$ cat src/rtl/dmem_arbiter.sv
`default_nettype none
// +----------------------------------------------------------------------------+
// | dmem_arbiter: round-robin, burst-bounded arbiter for the 256x16 sample     |
// | memory. Optional macro DMEM_ARB_STATS_EN adds conflict_cnt. Rev 1.0        |
// +----------------------------------------------------------------------------+
module dmem_arbiter #(
  parameter int AW        = 8,
  parameter int DW        = 16,
  parameter int MAX_BURST = 4
) (
  input  logic          clk,
  input  logic          rst_n,
  input  logic          a_req,
  input  logic          a_wmode,
  input  logic [AW-1:0] a_addr,
  input  logic [DW-1:0] a_wdata,
  output logic          a_gnt,
  output logic          a_rvalid,
  output logic [DW-1:0] a_rdata,
  input  logic          b_req,
  input  logic          b_wmode,
  input  logic [AW-1:0] b_addr,
  input  logic [DW-1:0] b_wdata,
  output logic          b_gnt,
  output logic          b_rvalid,
  output logic [DW-1:0] b_rdata,
  output logic          mem_en,
  output logic          mem_wmode,
  output logic [AW-1:0] mem_addr,
  output logic [DW-1:0] mem_wdata,
  input  logic [DW-1:0] mem_rdata
`ifdef DMEM_ARB_STATS_EN
  ,
  output logic [15:0]   conflict_cnt
`endif
);

  localparam int CW = $clog2(MAX_BURST + 1);

  typedef enum logic [1:0] {
    ST_NONE  = 2'd0,
    ST_OWN_A = 2'd1,
    ST_OWN_B = 2'd2
  } owner_t;

  owner_t        owner_q, owner_nxt;
  logic [CW-1:0] cnt_q, cnt_nxt;
  logic          last_b_q, last_b_nxt;
  logic          burst_full;

  always_ff @(posedge clk or negedge rst_n) begin
    if (!rst_n) begin
      owner_q  <= ST_NONE;
      cnt_q    <= '0;
      last_b_q <= 1'b1;
      a_rvalid <= 1'b0;
      b_rvalid <= 1'b0;
    end else begin
      owner_q  <= owner_nxt;
      cnt_q    <= cnt_nxt;
      last_b_q <= last_b_nxt;
      a_rvalid <= a_gnt & ~a_wmode;
      b_rvalid <= b_gnt & ~b_wmode;
    end
  end

  always_comb begin
    a_gnt      = 1'b0;
    b_gnt      = 1'b0;
    owner_nxt  = ST_NONE;
    cnt_nxt    = '0;
    last_b_nxt = last_b_q;
    burst_full = (cnt_q == CW'(MAX_BURST));

    // The owner keeps the port until its burst is spent and the other side waits.
    unique case (owner_q)
      ST_OWN_A: begin
        if (a_req && (!burst_full || !b_req)) a_gnt = 1'b1;
        else if (b_req)                       b_gnt = 1'b1;
      end
      ST_OWN_B: begin
        if (b_req && (!burst_full || !a_req)) b_gnt = 1'b1;
        else if (a_req)                       a_gnt = 1'b1;
      end
      default: begin
        if (a_req && (!b_req || last_b_q)) a_gnt = 1'b1;
        else if (b_req)                    b_gnt = 1'b1;
      end
    endcase

    if (a_gnt) begin
      owner_nxt  = ST_OWN_A;
      last_b_nxt = 1'b0;
      if (owner_q == ST_OWN_A) cnt_nxt = burst_full ? cnt_q : cnt_q + CW'(1);
      else                     cnt_nxt = CW'(1);
    end else if (b_gnt) begin
      owner_nxt  = ST_OWN_B;
      last_b_nxt = 1'b1;
      if (owner_q == ST_OWN_B) cnt_nxt = burst_full ? cnt_q : cnt_q + CW'(1);
      else                     cnt_nxt = CW'(1);
    end
  end

  // Idle cycles present port A's fields on the memory bus.
  assign mem_en    = a_gnt | b_gnt;
  assign mem_wmode = b_gnt ? b_wmode : a_wmode;
  assign mem_addr  = b_gnt ? b_addr  : a_addr;
  assign mem_wdata = b_gnt ? b_wdata : a_wdata;
  assign a_rdata   = mem_rdata;
  assign b_rdata   = mem_rdata;

`ifdef DMEM_ARB_STATS_EN
  always_ff @(posedge clk or negedge rst_n) begin
    if (!rst_n) begin
      conflict_cnt <= '0;
    end else if (a_req && b_req && (a_gnt ^ b_gnt) && (conflict_cnt != 16'hFFFF)) begin
      conflict_cnt <= conflict_cnt + 16'd1;
    end
  end
`endif

endmodule
`default_nettype wire

$ cat config.mk
export PLATFORM = sky130hd
export DESIGN_NAME = dmem_arbiter
export DESIGN_NICKNAME = d
export VERILOG_FILES = /design/src/rtl/dmem_arbiter.sv
export SDC_FILE = /design/constraint.sdc
export NUM_CORES = 1
export LEC_CHECK = 0
export BUFFER_PORTS_ARGS = -buffer_cell sky130_fd_sc_hd__clkbuf_2
export CAP_MARGIN = 20
export CORE_ASPECT_RATIO = 0.9
export CORE_UTILIZATION = 34
export DETAILED_ROUTE_END_ITERATION = 10
export PLACE_DENSITY = 0.88
export SKIP_LAST_GASP = 1
export SYNTH_ARGS = -nofsm -noshare
export SYNTH_HDL_FRONTEND = slang
export SYNTH_SLANG_ARGS = --single-unit
$ cat constraint.sdc
create_clock -name clk -period 2.5 [get_ports clk]
set_input_delay 0.375 -clock clk [delete_from_list [all_inputs] [get_ports clk]]
set_output_delay 0.375 -clock clk [all_outputs]
set_load 0.005 [all_outputs]
=== Word-level counts from Yosys, hierarchy flattened ===
Index checks and enable logic that the tools add are counted.

* Bits in latches: 0
* Flip-flop bits (word level): 8
* Output and inout port bits: 62
* ROM bits: 0
* Bits of input ports: 70
* Word-level logic and storage cells: 46
* Memory bits (writable): 0
* Memories: 0

* Multipliers: 0
* Bitwise logic cells: 5
* Mux-type cells: 22
* $lt $le $gt $ge: 0
* Shift operators: 0
* Reduce and logical (&&, ||, !) cells: 10
* Equality and inequality tests: 3
* Add/subtract/negate cells: 1
* Divide/modulo/power cells: 0

{| class="wikitable"
|+ Operator list
! operator !! count
|-
| 16-bit two-way mux || 1
|-
| 3-bit two-way mux || 5
|-
| 1-bit two-way mux || 11
|-
| 8-bit two-way mux || 1
|-
| 2-bit two-way mux || 2
|-
| 1-bit one-hot mux with 2 select lines || 2
|-
| 3-bit by 1-bit adder with 3-bit output (second input constant) || 1
|-
| 3-bit == test (second input constant) || 1
|-
| 1-bit logical AND || 3
|-
| 1-bit logical NOT || 3
|-
| 1-bit logical OR || 3
|-
| 1-bit bitwise AND || 2
|-
| 2-bit by 1-bit == test with 1-bit output (second input constant) || 1
|-
| 2-bit == test (second input constant) || 1
|-
| 1-bit NOT || 2
|-
| 2-bit nonzero test || 1
|-
| 1-bit bitwise OR || 1
|}

=== Longest topological paths before layout ===
Gate-level depths: netlist of the first run.

* Word-level depth: 8
* Mapped depth: 7
* Gate-level depth less buffers: 6

=== Worst setup path before layout of the first run ===
No wires, ideal clock.

* Kind: register -> output
* From: register cnt_q[0]
* To: output port mem_addr[0]
* Setup slack: 247 ps
* Arrival: 1878 ps
* Cell stages (with the launch flop): 8
* Required time: 2125 ps
* Buffers on the path: 1
* Cell sequence: dfrtp_1 > inv_1 > ha_1 > and2_4 > mux2_4 > o311a_4 > buf_6 > mux2_4

* Cells in the longest elaborated chain, start to end: 7
* Elaborated cells on any way between the ends: 10
* Classes of those cells: eq/ne: 1; mux: 4; reduce/logical: 5

{| class="wikitable"
|+ Ends and longest elaborated chain
! item !! RTL line !! RTL
|-
| start: declaration || 47 || <nowiki>logic [CW-1:0] cnt_q, cnt_nxt;</nowiki>
|-
| start signal: assignment || 60 || <nowiki>cnt_q <= cnt_nxt;</nowiki>
|-
| 3-bit == test (*) || 73 || <nowiki>burst_full = (cnt_q == CW'(MAX_BURST));</nowiki>
|-
| 1-bit logical NOT (*) || 78, 82 ||
|-
| 1-bit logical OR, on equally long branches || 82, 78 ||
|-
| 1-bit logical AND, on equally long branches || 82, 78 ||
|-
| 1-bit two-way mux, on equally long branches || 82, 78 ||
|-
| 1-bit one-hot mux with 2 select lines (*) || 76 || <nowiki>unique case (owner_q)</nowiki>
|-
| 8-bit two-way mux (*) || 107 || <nowiki>assign mem_addr = b_gnt ? b_addr : a_addr;</nowiki>
|-
| end: declaration || 29 || <nowiki>output logic [AW-1:0] mem_addr,</nowiki>
|}

Every way passes the cells marked *; elsewhere a longest branch is shown, timed or not.

=== Final worst setup path of the first run ===
* From: register cnt_q[0]
* To: output port mem_wdata[3]

* Cells in the longest elaborated chain, start to end: 7
* Elaborated cells on any way between the ends: 10
* Classes of those cells: eq/ne: 1; mux: 4; reduce/logical: 5

{| class="wikitable"
|+ Ends and longest elaborated chain
! item !! RTL line !! RTL
|-
| 3-bit == test (*) || 73 ||
|-
| 1-bit logical NOT (*) || 78, 82 ||
|-
| 1-bit logical OR, on equally long branches || 82, 78 ||
|-
| 1-bit logical AND, on equally long branches || 82, 78 ||
|-
| 1-bit two-way mux, on equally long branches || 82, 78 ||
|-
| 1-bit one-hot mux with 2 select lines (*) || 76 ||
|-
| 16-bit two-way mux (*) || 108 || <nowiki>assign mem_wdata = b_gnt ? b_wdata : a_wdata;</nowiki>
|-
| end: declaration || 30 || <nowiki>output logic [DW-1:0] mem_wdata,</nowiki>
|}

Marked as above.

==> run summary, run 1 <==
Measured on the finished design, the core utilization comes to 48.57%. The logs give 560 ps for the setup slack on the worst flop-to-flop path and 0 for the number of max-slew violations in the final report. In this run the tightest slew margin relative to its limit is 66.89%. The predominant post-synthesis flop cell was sky130_fd_sc_hd__dfrtp_1. The number of cells on the worst reg-to-reg path is 8. The start-to-end type of the worst setup path is register to output port. Of all nets on the critical path, the largest fanout is 11. Cells with a size suffix above 1 make up 78.44% of the layout. The row count was 19; the clock skew was 1.474 ps. Averaged over all synthesized cells, the footprint is 10.72 sq um.

The part of the cycle the worst path needs was 103.8%. The number of flops mapped to enable cells by yosys is 0, and the accumulated negative setup slack is -2161 ps. The synthesis-to-finish area growth works out to 34.33%. The tree is rooted in a sky130_fd_sc_hd__clkbuf_8. At the worst endpoint, the required time is 2120 ps. For the number of nets in the synthesized netlist, the log shows 179. The detailed-route wire length on metal 1 is 1.099 mm. For the remaining global-route overflow, the log shows 0.

The wire-length estimate of the detail-placed layout is 2.158 mm. TritonCTS built the clock tree. Data on the critical path arrives at its endpoint at 2220 ps. The average routed wire per standard cell is 13.01 um, and the final number of hold-violating endpoints is 0.

For the total via count after detailed routing, the log shows 968. For the routability-driven placement congestion ratio, the log shows 0.7964. The tools report the first-pass GRT wire length as 3.946 mm. The number of maximum-capacitance violations was 0. The total number of nets in the final design was 242. Hold is met by 312.3 ps. In the detailed route, the total length drawn on met3 is 205 um.

The logs give 1 for the number of H-tree branching levels and 0 for the number of synthesis warnings. The logs give 28 for the count of unique library cells instantiated by Yosys and 230 ps for the clock latency on the worst-skew pair. In the global route stage, overall resource usage came out at 14.51%. Clock tree synthesis inserted a total of 3 buffers. The logs give 2.719 mm for the final wirelength and 1126 sq um for the summed instance area of the synthesized netlist. The run gives 923 as the number of global-route vias before repair. Following the worst setup path forward leads to its endpoint at mem_wdata[3].

The largest net degree at the start of global routing came out at 22. The final reports fail on setup timing. Sequential cells were found to cover 17.89% of the synthesized design area.

For the pin with the worst max-slew slack, the measured transition is 490.4 ps. The synthesized design contains 8 register bits. The core region is 3114 sq um. The number of antenna diodes in the final layout is 0. The routed design uses 1.359 mm of met2 wire. Based on the critical path, the design can be clocked at up to 0.3855 GHz. After detailed routing, no signal wire sits above met4. Summed over all cells, the static leakage comes to 0.8410 nW.

The initial utilization of the core area, before any placement, comes to 36.16%. The total chip power is 1.492 mW. The reg-to-reg critical path endpoint was last_b_q. Buffers placed on the I/O ports in this run total 83. Setup repair after global routing could not meet its margin everywhere. The clock drives 8 sinks. The longest clock path from root to sink contains 2 buffers.

Counting instances, the worst hold path has a depth of 2. Once detail routing completed, the nets flagged for antenna violations numbered 0. The run gives 0 as the number of antenna violations at the first check in global routing. The clock-pin slew on the worst setup and hold paths came out at 40 ps. In the synthesized netlist, the number of instances is 105. The logs give 28 for the first-iteration detailed-routing DRC count and 132 for the number of top-level pins. The category of the worst setup path capture point was an output port. The worst register-to-register path begins at cnt_q[0]. Path type of the worst min-delay path: input pin to register. The overall die width was 62.67 um. The run gives -94.10 ps as the smallest setup slack after layout. The chip height is 56.60 um, and the largest voltage drop on the vdd net is 0.0003866 V. The run finished, with violations left. The first detailed-routing pass ran for 4 iterations. For this run, design rule violations remaining after detail routing come to 0. The power density normalized to cell area was 986.3 nW/um^2.

Clock period minus worst slack: 2594 ps. Setup violations remaining at the end of the flow were counted as 26. The most critical setup path has its startpoint at cnt_q[0]. Summing all non-filler instances in the final layout gives an area of 1513 sq um.

The post-synthesis async set-or-reset flop share was 100.0%; the die area was 3547 sq um. The startpoint class of the critical path is a register. In the routed layout, each cell is associated on average with a via count of 4.632. Once placement finished, the instance area stood at 1355 sq um.
[critical path: stages (launching register included)]
cell,delay [ps]
sky130_fd_sc_hd__dfrtp_1,380
sky130_fd_sc_hd__inv_2,100
sky130_fd_sc_hd__ha_4,140
sky130_fd_sc_hd__and2_4,140
sky130_fd_sc_hd__mux2_4,290
sky130_fd_sc_hd__o311a_4,350
sky130_fd_sc_hd__buf_12,170
sky130_fd_sc_hd__mux2_4,300
sky130_fd_sc_hd__clkbuf_2,110
[per-layer routing]
metal	vias up	GRT usage (%)
li1	457	-
met1	454	15.84
met2	49	24.69
met3	8	4.878
met4	0	7.973
met5	-	0
[where the power goes]
part	switching, mW	total (mW)	internal (mW)
clock	0.0570	0.168	0.111
sequential	0.0261	0.205	0.179
combinational	0.442	1.12	0.676
total	0.526	1.49	0.966
[flip-flops by register name, summed over array words and instances, names as in the netlist]
register and cells:
b_rvalid 1, owner_q 2, a_rvalid 1, last_b_q 1, cnt_q 3
[cells in the mapped netlist (all sizes together) (2+ instances only)]
library cell,count,area share (%)
ha,4,4.4
nor2b,3,1.7
mux2,26,34
nand2,2,0.67
nand3b,2,1.3
inv,5,1.7
nor2,2,0.67
dfrtp,7,16
nor3,3,1.3
buf,35,24
[logic make-up (layout without fill, tap and decap cells)]
family | after synthesis | count (layout) | synth area share [%]
AO/OA/AOI/OAI | 10 | 10 | 8.445
AND/OR/NAND/NOR | 16 | 16 | 8.112
adder cells (fa/ha/maj) | 4 | 4 | 4.445
multiplexers | 26 | 26 | 34.33
XOR/XNOR | 1 | 1 | 0.7779
buffers and inverters | 40 | 102 | 26.00
flip-flops | 8 | 8 | 17.89
[how the worst min path moves through the flow]
stage / end / from
floorplan: a_rvalid / rst_n
global placement: cnt_q[0] / rst_n
detailed placement: owner_q[0] / rst_n
CTS: b_rvalid / b_wmode
global route: b_rvalid / b_wmode
finish: b_rvalid / b_wmode
[final cells by class]
cell class,instances,area [sq um]
multi-input combinational,57,664.4
clock buffer,4,45.04
timing repair buffer,93,530.5
tap,42,52.55
fill,294,1602
inverter,5,18.77
sequential,8,201.4
[per-stage QoR]
stage               instances  setup WS (ps)
floorplan                 105          247.0
global placement          198          151.4
detailed placement        198          97.89
CTS                       204         -119.5
global route              209         -162.6
finish                    209         -94.10
[what timing repair did]
item,in CTS,in global routing
gates cloned,0,2
endpoints found under the setup margin,26,26
gates resized for setup,4,3
hold buffers,1,0
buffers inserted,1,3
hold endpoints to repair,7,0
[placed cells by master (no fill, tap or decap), types with 2 or more instances in the layout]
cell type,n
sky130_fd_sc_hd__dfrtp_1,7
sky130_fd_sc_hd__nand2_1,2
sky130_fd_sc_hd__buf_6,2
sky130_fd_sc_hd__mux2_4,25
sky130_fd_sc_hd__inv_1,4
sky130_fd_sc_hd__nor3_1,2
sky130_fd_sc_hd__nor2_1,2
sky130_fd_sc_hd__clkbuf_2,83
sky130_fd_sc_hd__nand3b_1,2
sky130_fd_sc_hd__nor2b_1,3
sky130_fd_sc_hd__ha_4,2
sky130_fd_sc_hd__buf_4,5
sky130_fd_sc_hd__clkbuf_8,3
Power figures use the tool's default switching activity.
==> inputs of run 2 (changes only) <==
- ABC_AREA: default -> 1
- CORE_UTILIZATION: 34 -> 33
- PLACE_DENSITY: 0.88 -> 0.87
==> run summary, run 2 <==
The number of H-tree branching levels came out at 1 (unchanged). The synthesis-to-finish area growth was 20.44% (was 34.33%). The most frequently used cell type in the post-synthesis netlist is sky130_fd_sc_hd__nand2_1 (was sky130_fd_sc_hd__buf_4). The logs give 2.538 mm (was 2.719 mm) for the final wirelength and 2120 ps (about the same) for the worst endpoint required time. The part of the cycle the worst path needs came out at 89.42% (was 103.8%).

Total number of nets in the final design: 307 (was 242). The final number of setup-violating endpoints was 0 (was 26). The area of the core region was 3090 sq um (was 3114 sq um); the number of flip-flops in the largest register was 3 (unchanged).

Estimated wirelength of the detail-placed design: 2.033 mm (was 2.158 mm). The smallest setup slack after layout was 264.5 ps (was -94.10 ps). The average routed wire per standard cell came out at 9.263 um (was 13.01 um). The fraction of layout cells with a size suffix above 1 was 39.22% (was 78.44%). The remaining global-route overflow was 0 (unchanged); the effective utilization at floorplan was 34.86% (was 36.16%).

The count of unique library cells instantiated by Yosys was 15 (was 28); the register area share after synthesis was 18.70% (was 17.89%). The tools report the startpoint of the lowest-slack hold path as b_wmode (unchanged). The post-CTS setup buffer count was 0 (was 1). Reg-to-reg critical path endpoint: cnt_q[0] (was last_b_q).

The predominant post-synthesis flop cell was sky130_fd_sc_hd__dfrtp_1 (unchanged). The count of inserted antenna diode cells is 0 (unchanged), and the maximum buffer depth of the clock tree is 2 (unchanged). The number of instances in the synthesized netlist was 181 (was 105); the share of the core filled with cells in the final layout was 41.98% (was 48.57%). Post-synthesis async set-or-reset flop share: 100.0% (unchanged). The routability-driven placement congestion ratio is 0.8728 (was 0.7964), and the clock period minus worst slack is 2236 ps (was 2594 ps). The clock-pin slew on the worst setup and hold paths was 50 ps (was 40 ps); the chip height was 56.21 um (was 56.60 um). The global-route total usage across every layer was 14.42% (was 14.51%). Largest register by flop count: cnt_q (unchanged). The logs give 0 (unchanged) for the number of maximum-capacitance violations and 5 (was 4) for the number of search-and-repair iterations in the first detailed-routing pass. Commonest non-fill, non-tap cell in the layout: sky130_fd_sc_hd__nand2_1 (was sky130_fd_sc_hd__clkbuf_2). The beginning of the critical path is cnt_q[0] (unchanged). The final number of hold-violating endpoints was 0 (unchanged); the number of global-route vias before repair was 992 (was 923). The run gives 354 (was 294) as the filler cell count. The largest net degree at the start of global routing was 31 (was 22); the number of cell instances on the worst register-to-register path was 10 (was 8).

The vias per cell is 4.296 (was 4.632). For the accumulated negative setup slack, the log shows 0 ps (was -2161 ps). The largest area contributor in the netlist was sky130_fd_sc_hd__nand2_1 (was sky130_fd_sc_hd__mux2_4).

The first-pass GRT wire length is 3.967 mm (was 3.946 mm), and the count of antenna-violating nets left after detailed routing is 0 (unchanged). The row count came out at 19 (unchanged). The start-to-end type of the worst setup path is register to output port (unchanged).

The number of flops mapped to enable cells by yosys came out at 0 (unchanged). The number of register bits inferred by synthesis works out to 8 (unchanged). The clock skew was 3.422 ps (was 1.474 ps). The master cell of the clock root buffer is sky130_fd_sc_hd__clkbuf_4 (was sky130_fd_sc_hd__clkbuf_8). The maximum achievable frequency is 0.4473 GHz (was 0.3855 GHz). The critical-path maximum fanout works out to 30 (was 11).

Setup repair after global routing left no endpoint under its margin. The path type of the worst min-delay path is input pin to register (unchanged). The power density normalized to cell area was 1153 nW/um^2 (was 986.3 nW/um^2); the setup slack on the worst flop-to-flop path was 920 ps (was 560 ps). The number of max-slew violations in the final report was 0 (unchanged). The run gives 79.92% (was 66.89%) as the headroom to the max-slew limit. The share of Yosys cell area claimed by the top area cell type was 32.75% (was 33.33%).

Largest voltage drop on the vdd net: 0.0006593 V (was 0.0003866 V). The logs give 404.7 ps (was 97.89 ps) for the setup slack after placement and 3497 sq um (was 3547 sq um) for the die area. The number of antenna violations at the first check in global routing came out at 0 (unchanged). The run gives 132 (unchanged) as the number of top-level pins.

The overall die width was 62.23 um (was 62.67 um). Leading cell types in the layout, fill and taps excluded: sky130_fd_sc_hd__nand2_1, sky130_fd_sc_hd__clkbuf_2, sky130_fd_sc_hd__inv_1 (was sky130_fd_sc_hd__clkbuf_2, sky130_fd_sc_hd__mux2_4, sky130_fd_sc_hd__dfrtp_1). The flow ran to the end, and the final reports show no timing, DRC or antenna violations. Total clock sinks: 8 (unchanged). The total via count after detailed routing came out at 1,177 (was 968).

The tools report the startpoint class of the critical path as a register (unchanged). Number of I/O port buffers: 83 (unchanged). The tools report the timing endpoint of the critical path as mem_wmode (was mem_wdata[3]). The number of synthesis warnings is 0 (unchanged).

Synth top cells by count: sky130_fd_sc_hd__nand2_1, sky130_fd_sc_hd__buf_4, sky130_fd_sc_hd__inv_1, sky130_fd_sc_hd__nand3_1, sky130_fd_sc_hd__nor2_1 (was sky130_fd_sc_hd__buf_4, sky130_fd_sc_hd__mux2_4, sky130_fd_sc_hd__dfrtp_1, sky130_fd_sc_hd__inv_1, sky130_fd_sc_hd__ha_1). The clock latency on the worst-skew pair came out at 260 ps (was 230 ps). Leading post-synthesis cells by cell area: sky130_fd_sc_hd__nand2_1, sky130_fd_sc_hd__buf_4, sky130_fd_sc_hd__dfrtp_1 (was sky130_fd_sc_hd__mux2_4, sky130_fd_sc_hd__buf_4, sky130_fd_sc_hd__dfrtp_1). The total chip power came out at 1.495 mW (was 1.492 mW). The run gives 1860 ps (was 2220 ps) as the critical path data arrival time.

The run gives 255 (was 179) as the number of nets in the synthesized netlist. TritonCTS built the clock tree. The mean cell area of the mapped netlist works out to 5.952 sq um (was 10.72 sq um).

Category of the worst setup path capture point: an output port (unchanged). The run gives 0 (unchanged) as the remaining design rule violation count. The run gives 42 (was 28) as the first-iteration detailed-routing DRC count.

The total CTS buffers was 3 (unchanged); the transition time of the tightest slew-check pin was 300.9 ps (was 490.4 ps). The tools report the leakage component of the power as 0.8914 nW (was 0.8410 nW). The tools report the reg-to-reg critical path startpoint as cnt_q[0] (unchanged). The summed instance area of the synthesized netlist is 1077 sq um (was 1126 sq um). Registers with the most flip-flops: cnt_q x3, owner_q x2 (unchanged).
==> run 2: final cells by class <==
type	instances	area (sq um)	share of cell area [%]
Multi-Input combinational cell	124	546.8	42.14
Timing Repair Buffer	84	425.4	32.79
Tap cell	42	52.55	4.050
Sequential cell	8	201.4	15.53
Clock buffer	4	26.28	2.025
Inverter	12	45.04	3.472
==> run 2: worst max-delay path, stage by stage, from the launching register on <==
cell	delay (ps)
sky130_fd_sc_hd__dfrtp_1	380
sky130_fd_sc_hd__inv_1	90
sky130_fd_sc_hd__ha_1	190
sky130_fd_sc_hd__nand3_1	110
sky130_fd_sc_hd__nand2_1	80
sky130_fd_sc_hd__nand2_1	60
sky130_fd_sc_hd__nand2_1	60
sky130_fd_sc_hd__nand2_1	80
sky130_fd_sc_hd__nand2_4	250
sky130_fd_sc_hd__nor2_1	70
sky130_fd_sc_hd__nor2_1	100
sky130_fd_sc_hd__clkbuf_2	120
==> run 2: cells by family (layout without fill, tap and decap cells) <==
family,after synthesis,count (layout),share of synthesized area [%]
buf+inv,49,100,31.01
simple gates,117,117,43.55
compound gates,2,2,1.277
xor+xnor,1,1,0.8132
flops,8,8,18.70
fa+ha+maj,4,4,4.646
==> run 2: metal layers <==
| metal | GRT usage [%] | vias up | part of all wire, % |
|---|---|---|---|
| li1 | - | 616 | - |
| met1 | 15.79 | 490 | 42 |
| met2 | 25.59 | 63 | 49 |
| met3 | 2.664 | 8 | 7.0 |
| met4 | 9.302 | 0 | 2.4 |
| met5 | 0 | - | 0 |
==> run 2: per-stage QoR <==
| step | hold slack (ps) | std cells | instance area [sq um] |
|---|---|---|---|
| after floorplan | 79.41 | 181 | 1077 |
| after global placement | 221.6 | 269 | 1256 |
| after detailed placement | 228.3 | 269 | 1256 |
| after CTS | 280.3 | 274 | 1292 |
| after global routing | 293.7 | 274 | 1297 |
| final | 285.3 | 274 | 1297 |
==> run 2: worst min path at each step <==
stage,cells after the start,slack (ps),endpoint
after floorplan,0,80,a_rvalid
after global placement,1,220,a_rvalid
after detailed placement,1,230,cnt_q[0]
after CTS,2,280,a_rvalid
after global routing,2,290,b_rvalid
final,2,290,b_rvalid
==> run 2: power by group <==
part | internal (mW) | switching (mW) | total, mW
Sequential | 0.191 | 0.0283 | 0.219
Combinational | 0.462 | 0.706 | 1.17
Clock | 0.0613 | 0.0471 | 0.108
Total | 0.714 | 0.781 | 1.50
==> run 2: what timing repair did <==
item / CTS / global route
hold buffers: 1 / 0
endpoints found under the setup margin: 0 / 25
resized for setup: 0 / 1
hold endpoints to repair: 7 / 0
==> inputs of run 3 (changes only) <==
- ABC_AREA: 1 -> 0
- CAP_MARGIN: 20 -> 25
- CORE_ASPECT_RATIO: 0.9 -> 0.5
- CORE_UTILIZATION: 33 -> 34
- PLACE_DENSITY: 0.87 -> 0.88
==> run summary, run 3 (synthesis gave the netlist of run 1 again) <==
The final number of setup-violating endpoints is 25 (was 0), and the accumulated negative setup slack is -2376 ps (was 0 ps). The leakage component of the power came out at 0.8975 nW (was 0.8914 nW). The run gives 14 (was 19) as the row count. The number of flip-flops in the largest register is 3 (unchanged). The detailed-route wire length on metal 1 was 1.476 mm (was 1.063 mm); the share of the core filled with cells in the final layout was 53.17% (was 41.98%). The run gives 4 (was 5) as the number of search-and-repair iterations in the first detailed-routing pass. The start-to-end type of the worst setup path is register to output port (unchanged). The maximum achievable frequency came out at 0.3827 GHz (was 0.4473 GHz).

The clock latency on the worst-skew pair came out at 230 ps (was 260 ps). The maximum cell stage delay along the critical path is 390 ps (was 380 ps), and the total CTS buffers is 3 (unchanged). The chip height was 42.70 um (was 56.21 um).

The run gives 0 (unchanged) as the number of antenna violations at the first check in global routing. First-iteration detailed-routing DRC count: 77 (was 42). The area of the core region was 3083 sq um (was 3090 sq um). Setup repair after global routing could not meet its margin everywhere. The headroom to the max-slew limit was 66.81% (was 79.92%); the instance count after placement with tap cells included was 195 (was 269). The tools report the maximum buffer depth of the clock tree as 2 (unchanged). The largest register by flop count is cnt_q (unchanged).

Commonest non-fill, non-tap cell in the layout: sky130_fd_sc_hd__clkbuf_2 (was sky130_fd_sc_hd__nand2_1). The fraction of layout cells with a size suffix above 1 was 81.25% (was 39.22%); the worst endpoint required time was 2120 ps (about the same). The critical-path cell with the highest stage delay is sky130_fd_sc_hd__dfrtp_1 (unchanged). Path type of the worst min-delay path: input pin to register (unchanged). The category of the worst setup path capture point was an output port (unchanged). For the critical path data arrival time, the log shows 2240 ps (was 1860 ps). The estimated wirelength of the detail-placed design came out at 2.187 mm (was 2.033 mm). The hold slack was 357.0 ps (was 285.3 ps).

The overall die width is 83.39 um (was 62.23 um), and the remaining global-route overflow is 0 (unchanged). The worst hold path cell count was 2 (unchanged); the final wirelength was 3.612 mm (was 2.538 mm). The synthesis-to-finish area growth works out to 45.56% (was 20.44%). The reg-to-reg critical path startpoint is cnt_q[0] (unchanged).

The final instance area was 1639 sq um (was 1297 sq um). The tools report the total met2 wirelength after detailed routing as 1.877 mm (was 1.234 mm). The highest metal layer used by the detailed router is met4 (unchanged).

The transition time of the tightest slew-check pin is 491.7 ps (was 300.9 ps), and the clock-pin slew on the worst setup and hold paths is 40 ps (was 50 ps). Leading cell types in the layout, fill and taps excluded: sky130_fd_sc_hd__clkbuf_2, sky130_fd_sc_hd__mux2_4, sky130_fd_sc_hd__buf_4 (was sky130_fd_sc_hd__nand2_1, sky130_fd_sc_hd__clkbuf_2, sky130_fd_sc_hd__inv_1). Power density normalized to cell area: 1086 nW/um^2 (was 1153 nW/um^2). The effective utilization at floorplan is 36.53% (was 34.86%), and the count of inserted antenna diode cells is 0 (unchanged). The tools report the global-route total usage across every layer as 18.10% (was 14.42%). Registers with the most flip-flops: cnt_q x3, owner_q x2 (unchanged). The total via count after detailed routing was 1,027 (was 1,177).

The tools report the clock skew as 0.9392 ps (was 3.422 ps). The total number of nets in the final design was 251 (was 307); the number of max-slew violations in the final report was 0 (unchanged). The tools report the smallest setup slack after layout as -113.1 ps (was 264.5 ps).

The master cell of the clock root buffer is sky130_fd_sc_hd__clkbuf_8 (was sky130_fd_sc_hd__clkbuf_4). The average routed wire per standard cell came out at 16.72 um (was 9.263 um). The remaining design rule violation count came out at 0 (unchanged). Reg-to-reg critical path endpoint: last_b_q (was cnt_q[0]). The count of placed standard cells in the final layout, fillers left out is 216 (was 274), and the part of the cycle the worst path needs is 104.5% (was 89.42%). The routability-driven placement congestion ratio is 0.7915 (was 0.8728). TritonCTS built the clock tree.

For the final number of hold-violating endpoints, the log shows 0 (unchanged). The startpoint class of the critical path is a register (unchanged). Clock period minus worst slack: 2613 ps (was 2236 ps). The number of I/O port buffers was 83 (unchanged).

The number of cell instances on the worst register-to-register path came out at 9 (was 10). The total clock sinks is 8 (unchanged). Setup slack on the worst flop-to-flop path: 430 ps (was 920 ps). The logs give 1 (unchanged) for the number of H-tree branching levels and 3560 sq um (was 3497 sq um) for the die area. The total met3 wirelength after detailed routing was 165 um (was 178 um); the largest net degree at the start of global routing was 9 (was 31). The vias per cell was 4.755 (was 4.296); the number of global-route vias before repair was 997 (was 992). The destination of the worst hold path is b_rvalid (unchanged). The startpoint of the lowest-slack hold path was b_wmode (unchanged). The largest voltage drop on the vdd net was 0.0003894 V (was 0.0006593 V); the count of antenna-violating nets left after detailed routing was 0 (unchanged). The critical-path maximum fanout is 7 (was 30). The first-pass GRT wire length was 4.961 mm (was 3.967 mm). The number of maximum-capacitance violations was 0 (unchanged); the post-place instance area was 1333 sq um (was 1256 sq um). The run gives 132 (unchanged) as the number of top-level pins. The checks that failed: setup timing.

Cell-by-cell trace of the critical path: inv_2 -> ha_4 -> and2_4 -> mux2_4 -> buf_6 -> o311a_4 -> mux2_4 -> buf_6 (was inv_1 -> ha_1 -> nand3_1 -> nand2_1 -> nand2_1 -> nand2_1 -> nand2_1 -> nand2_4 -> nor2_1 -> nor2_1 -> clkbuf_2). The flow ran to the end, but the final reports show violations.
-- run 3: cell count changes in the layout (fill, tap and decap cells not counted), moves of 6 or more --
cell                      delta
sky130_fd_sc_hd__nand2_1    -92
sky130_fd_sc_hd__mux2_4     +26
sky130_fd_sc_hd__nor2_1      -6
sky130_fd_sc_hd__buf_4      +12
sky130_fd_sc_hd__inv_1       -9
sky130_fd_sc_hd__nand3_1    -10
-- run 3: what timing repair did --
action                                 in CTS  in global routing
setup endpoints to repair                  26                 26
pin swaps                                   3                  1
gates resized for setup                    12                  5
hold buffers                                1                  0
endpoints found under the hold margin       7                  0
gates cloned                                3                  0
setup buffers                               9                  4
-- run 3: layout make-up --
type | instances | area, sq um
inverter | 5 | 18.77
tap | 40 | 50.05
timing repair buffer | 100 | 600.6
clock buffer | 4 | 45.04
sequential | 8 | 201.4
fill | 258 | 1444
multi-input combinational | 59 | 723.2
-- run 3: report_power, final --
group / total, mW / switching (mW) / leakage, nW / internal (mW)
clock: 0.164 / 0.0533 / 0.0228 / 0.111
combinational: 1.40 / 0.559 / 0.772 / 0.839
sequential: 0.217 / 0.0375 / 0.103 / 0.180
-- run 3: through the flow --
| stage | power, mW | worst slack [ps] |
|---|---|---|
| 2_1_floorplan | 0.9133 | 247.0 |
| 3_3_place_gp | 1.094 | 88.17 |
| 3_5_place_dp | 1.131 | 10.48 |
| 4_1_cts | 1.642 | -78.37 |
| 5_1_grt | 1.867 | -160.3 |
| 6_report | 1.780 | -113.1 |
-- run 3: worst max-delay path by stage --
stage,startpoint,end,slack (ps),depth (start not counted)
after global routing,cnt_q[1],mem_wdata[15],-160,8
after detailed placement,cnt_q[0],mem_wdata[12],10,7
after global placement,cnt_q[0],mem_wdata[12],90,7
after CTS,cnt_q[1],mem_wdata[12],-80,8
final,cnt_q[0],mem_wdata[15],-110,8
after floorplan,cnt_q[0],mem_addr[0],250,7
-- run 3: worst max-delay path, delay by kind of cell (launching register included) --
| kind | cells | cell delay [ps] |
|---|---|---|
| multiplexers | 2 | 630 |
| buffers and inverters | 3 | 330 |
| AO/OA/AOI/OAI | 1 | 380 |
| AND/OR/NAND/NOR | 1 | 140 |
| adder cells (fa/ha/maj) | 1 | 130 |
| flip-flops | 1 | 390 |
-- run 3: layer usage --
metal	global-route usage (%)	vias up
li1	-	485
met1	21.31	498
met2	31.97	34
met3	3.696	10
met4	9.310	0
met5	0	-
